$ cat config.mk
export PLATFORM = sky130hd
export DESIGN_NAME = wide_bus_deserializer
export DESIGN_NICKNAME = d
export VERILOG_FILES = /design/src/rtl/wide_bus_deserializer.sv
export SDC_FILE = /design/constraint.sdc
export NUM_CORES = 1
export LEC_CHECK = 0
export CAP_MARGIN = 25
export CORE_AREA = 10 10 353 355
export CTS_BUF_LIST = sky130_fd_sc_hd__clkbuf_4 sky130_fd_sc_hd__clkbuf_8
export DETAILED_ROUTE_END_ITERATION = 7
export DIE_AREA = 0 0 363 365
export GPL_TIMING_DRIVEN = 1
export PLACE_DENSITY = 0.51
export SLEW_MARGIN = 40
export SYNTH_ARGS = -nofsm -noshare
export SYNTH_HDL_FRONTEND = slang
export SYNTH_SLANG_ARGS = --single-unit
$ cat constraint.sdc
create_clock -name clk -period 4 [get_ports clk]
set_input_delay 1.2 -clock clk [delete_from_list [all_inputs] [get_ports clk]]
set_output_delay 1.2 -clock clk [all_outputs]
set_load 0.03 [all_outputs]
$ cat src/rtl/wide_bus_deserializer.sv
// Receive side of the narrow beat link: gathers NBEATS beats (LSB beat first) into one
// wide word, checks framing against in_last and hands the word off with valid/ready.
module wide_bus_deserializer #(
    parameter  int BEAT_W = 30,
    parameter  int NBEATS = 30,
    localparam int WORD_W = BEAT_W * NBEATS
) (
    input  logic              clk,
    input  logic              rst_n,
    input  logic              in_valid,
    output logic              in_ready,
    input  logic [BEAT_W-1:0] in_data,
    input  logic              in_last,
    output logic              out_valid,
    input  logic              out_ready,
    output logic [WORD_W-1:0] out_data,
    output logic              frame_err
);

    localparam int CNT_W = (NBEATS > 1) ? $clog2(NBEATS) : 1;
    localparam logic [CNT_W-1:0] LAST_CNT = CNT_W'(NBEATS - 1);

    typedef enum logic [1:0] {
        COLLECT,
        HOLD,
        DRAIN
    } state_t;

    state_t              r_state;
    logic [CNT_W-1:0]    r_beat_cnt;
    logic [WORD_W-1:0]   r_out_data;
    logic                r_frame_err;

    logic                w_take_word;
    logic                w_accept;
    logic                w_collecting;
    logic                w_final_slot;

    // A word leaving HOLD frees the buffer in the same cycle, so the next beat is
    // treated as beat 0 of a fresh word with no bubble.
    assign w_take_word  = (r_state == HOLD) && out_ready;
    assign in_ready     = (r_state == HOLD) ? out_ready : 1'b1;
    assign w_accept     = in_valid && in_ready;
    assign w_collecting = (r_state == COLLECT) || w_take_word;
    assign w_final_slot = (r_beat_cnt == LAST_CNT);

    assign out_valid = (r_state == HOLD);
    assign out_data  = r_out_data;
    assign frame_err = r_frame_err;

    always_ff @(posedge clk or negedge rst_n) begin
        if (!rst_n) begin
            r_state     <= COLLECT;
            r_beat_cnt  <= '0;
            r_out_data  <= '0;
            r_frame_err <= 1'b0;
        end else begin
            r_frame_err <= 1'b0;
            if (w_take_word) begin
                r_state <= COLLECT;
            end
            if (w_accept && w_collecting) begin
                for (int k = 0; k < NBEATS; k++) begin
                    if (r_beat_cnt == CNT_W'(k)) begin
                        r_out_data[k*BEAT_W +: BEAT_W] <= in_data;
                    end
                end
                if (w_final_slot) begin
                    r_beat_cnt <= '0;
                    if (in_last) begin
                        r_state <= HOLD;
                    end else begin
                        r_state     <= DRAIN;
                        r_frame_err <= 1'b1;
                    end
                end else if (in_last) begin
                    r_beat_cnt  <= '0;
                    r_frame_err <= 1'b1;
                end else begin
                    r_beat_cnt <= r_beat_cnt + CNT_W'(1);
                end
            end else if (w_accept && (r_state == DRAIN) && in_last) begin
                // Resynchronise on the first in_last seen after a missing-last error.
                r_state <= COLLECT;
            end
        end
    end

endmodule

# Yosys cells after proc, flatten, opt, wreduce, memory -nomap -nowiden
# Cells that the tools add are included.
[op_classes] n_addsub=1 n_eq_ne=31 n_mux=12 n_reduce_logical=38
[op_table] operator="$eq A5 B5 Y1 const B" count=14
[op_table] operator="$reduce_and A2 Y1" count=30
[op_table] operator="$eq A5 B4 Y1 const B" count=8
[op_table] operator="$eq A5 B3 Y1 const B" count=4
[op_table] operator="$eq A5 B2 Y1 const B" count=2
[op_table] operator="$mux W2" count=5
[op_table] operator="$mux W5" count=2
[op_table] operator="$add A5 B1 Y5 const B" count=1
[op_table] operator="$eq A5 B1 Y1 const B" count=1
[op_table] operator="$logic_and A1 B1 Y1" count=5
[op_table] operator="$logic_not A5 Y1" count=1
[op_table] operator="$mux W1" count=5
[op_table] operator="$eq A2 B1 Y1 const B" count=1
[op_table] operator="$eq A2 B2 Y1 const B" count=1
[op_table] operator="$logic_not A2 Y1" count=1
[op_table] operator="$logic_or A1 B1 Y1" count=1
[totals] ff_bits=908 input_bits=35 output_inout_bits=903 elab_cells=115

# Depth between registers and ports, before layout
[depth] depth_word=7 mapped_depth=7 depth_no_buf=6

# Worst setup path before layout
# Ideal clock, no wire load.
[synth_timing] path_kind="input to output" start="input out_ready" end="output in_ready" t_arrival_ps=1465 required_time_ps=2800 slack_ps=1335 path_stages=1 path_buffers=0 cell_sequence="nand2b_1"
[synth_between] elab_chain_len=1
[synth_lines] element="start: declaration" line="15" rtl="input logic out_ready,"
[synth_lines] element="$mux W1" line="42" rtl="assign in_ready = (r_state == HOLD) ? out_ready : 1'b1;"
[synth_lines] element="end: declaration" line="11" rtl="output logic in_ready,"
# Every way passes these cells.

# Worst setup path after layout
[layout_timing] start="register r_state[1]" end="output out_valid"
[layout_between] elab_chain_len=1
[layout_lines] element="start: declaration" line="29" rtl="state_t r_state;"
[layout_lines] element="start signal: assignment" line="53" rtl="r_state <= COLLECT;"
[layout_lines] element="start signal: assignment" line="60" rtl="r_state <= COLLECT;"
[layout_lines] element="start signal: assignment" line="71" rtl="r_state <= HOLD;"
[layout_lines] element="$eq A2 B1 Y1" line="47" rtl="assign out_valid = (r_state == HOLD);"
[layout_lines] element="end: declaration" line="14" rtl="output logic out_valid,"
# Every way passes these cells.

==> impl_metrics.toml <==
[outcome]
status = "completed"

[drt]
vias_per_cell = 4.70
via_count = 22400
drt-met1-wl_um = 51800
antenna_left = 0
met3WireLength_um = 12300
drt_first_pass_iters = 5
wl_met2_um = 69300
wirelength_um = 139000
wl_per_cell_um = 29.3
route.detailed.drc = 0
top_layer = "met5"
drtIter0Drc = 961

[placed_design]
dp.cells = 4464
postPlaceCellArea_um2 = 45900
pre_cts_ws_ns = 0.270
dpl.hpwl_um = 98800
portBuffers = 937
gp_congestion = 0.786

[sta]
hold_violations = 0
fin_ws_ns = 0.395
rsz0062_at_grt = "no"
relSlewSlack_pct = 44.1
setup_viol = 0
fin_skew_ns = 0.0292
worst_pin_slew_ns = 0.838
period_share_pct = 90.1
timing.fmax_mhz = 277
finalCriticalPeriod_ns = 3.60
tns_ns = 0
fin_hold_ws_ns = 0.368
final-max-slew-violation-count = 0

[floorplan]
row_count = 126
ios = 938
dieArea_um2 = 132000
die_x_um = 363
start_util_pct = 29.1
die_y_um = 365
core_area_um2 = 117000

[layout]
fin_area_um2 = 49400
final_util_pct = 42.1
final_nets = 3132
regArea_um2 = 22700
multi_input_comb_area_um2 = 10800
final_cell_count_no_fill = 4757
drive_gt1_share_pct = 40.8
num-fill-cells = 10700
synthToLayoutAreaGrowth_pct = 44.4

[power_and_ir_drop]
switching_share_pct = 37.0
power_density_nw_per_um2 = 706
power_switching_mw = 12.9
cellLeakagePower_nw = 22.8
seq_power_share_pct = 36.2
p_comb_share_pct = 37.2
ir_drop_v = 0.000357
power_mw = 34.9
pwr-share-clk_pct = 26.6
p_int_mw = 22.0

[worst_setup_path]
rr_worst_depth = 5
cp.arrival_ns = 2.40
critPathRequiredTime_ns = 2.80
worstReg2RegStart = "r_beat_cnt[2]"
cp_max_fo = 11
end_kind = "output pin"
startpoint_type = "flip-flop"
r2r_slack_ns = 1.67
r2r-end = "out_data[687]"
critPathKind = "reg2out"

[clock_network]
clockBufferDepth = 3
htree_num_levels = 4
clk_latency_ns = 0.83
cts_resized = 0
post_cts_buffers = 0
numCtsBuffers = 161
cts_root_buffer = "clkbuf_8"
path_clk_slew_ns = 0.06
clock-sinks = 908
cts_tree = "yes"
ctsHoldBuffers = 0

[global_route]
antenna_found_initial = 12
grt_pass1_wl_um = 194000
grt_max_degree = 67
grt_pass1_vias = 24300
overflow = 0
gr-usage-all-layers_pct = 20.4

[synth]
muxShareOfSynthArea_pct = 29.6
synth_fa_ha_area_share_pct = 0.183
yosys.cell_types.count = 28
synth_cells = 2086
ys_ff_latch = 908
synth_xor_area_share_pct = 0.0256
synth-compound-area-share_pct = 0.190
synth_area_um2 = 34200
seq_area_frac_synth_pct = 66.4
synth_top_area_cell = "dfrtp_1"
synth-simple-area-share_pct = 1.12
synth_top_area_share_pct = 66.4
avgSynthCellArea_um2 = 16.4
ys_warn_count = 0
synth_top_family_by_area = "multiplexers"
synthTopCellsByArea = "dfrtp_1 66%, mux2_2 29%, buf_2 1.3%, clkbuf_1 0.99%, mux2_1 0.53%"
synth_nets = 2126

[run]
drv_cap = 0

[min_path]
min_path_type = "in2async"
final cells by class:
class | count | share of cell area [%]
Antenna cell | 4 | 0.0203
Clock inverter | 34 | 0.702
Timing Repair Buffer | 1028 | 21.1
Tap cell | 1536 | 3.89
Sequential cell | 908 | 46.0
Multi-Input combinational cell | 990 | 21.8
Inverter | 3 | 0.0228
Clock buffer | 254 | 6.40
state kept, by name, summed over array words and instances, names as in the netlist:
name        count
frame_err       1
out_data      900
r_beat_cnt      5
r_state         2
placed cells by master (no fill, tap or decap), types with 3 or more instances in the layout:
cell type / count
nor2_1: 4
nand3_1: 8
nor3_1: 3
clkbuf_8: 201
nand4_1: 5
diode_2: 4
mux2_1: 16
buf_2: 11
bufinv_16: 4
nand2_2: 13
nor2b_1: 7
dfrtp_1: 908
clkbuf_4: 53
o21ai_0: 5
nand2_1: 10
clkdlybuf4s50_1: 916
clkinvlp_4: 4
buf_4: 64
buf_12: 35
mux2_2: 884
nor2_4: 10
nand2b_1: 4
inv_8: 4
clkinv_2: 17
inv_1: 3
ha_1: 5
logic make-up (layout without fill, tap and decap cells):
logic type | count (synthesis) | count (layout)
buffers and inverters | 188 | 1319
other | 0 | 4
xor gates and xnor gates | 1 | 1
adders and majority gates | 5 | 5
and+or+nand+nor | 74 | 74
muxes | 900 | 900
AOI/OAI and AO/OA | 10 | 10
DFF | 908 | 908
synth_stat cells (all sizes together):
library cell,n
inv,3
and2b,1
and3,2
mux2,900
o31ai,1
nand2b,4
a2bb2oi,1
dfrtp,908
and2,2
a22o,2
nor4,3
nand2,23
clkbuf,90
buf,95
nand4,5
xor2,1
a31oi,1
nor2,14
nand3,8
and4,1
o21ai,5
ha,5
nor3,4
nor2b,7
power groups by stage:
stage	sequential (mW)	combinational, mW	clock (mW)
after floorplan	16.9	2.20	0
after global placement	12.7	13.0	0
after detailed placement	12.7	13.1	0
after CTS	12.6	13.1	9.58
after global routing	12.9	13.4	9.99
final	12.6	13.0	9.29
routing by layer:
| metal | global-route usage [%] | vias to the layer above |
|---|---|---|
| met4 | 8.92 | 2 |
| met3 | 7.80 | 235 |
| li1 | - | 9328 |
| met1 | 22.4 | 11900 |
| met5 | 0 | - |
| met2 | 35.0 | 878 |
critical path: stages, from the launching register on:
cell and delay (ns):
dfrtp_1 0.53, nor2b_1 0.18, buf_4 0.19, clkdlybuf4s50_1 0.69
how the worst max path moves through the flow:
stage               start  slack (ns)            end
2_1_floorplan   out_ready        1.34       in_ready
3_3_place_gp    out_ready        0.32  out_data[417]
3_5_place_dp    out_ready        0.27  out_data[413]
4_1_cts        r_state[1]        0.28      out_valid
5_1_grt        r_state[1]        0.24      out_valid
6_report       r_state[1]        0.40      out_valid
(Power assumes the default switching activity.)
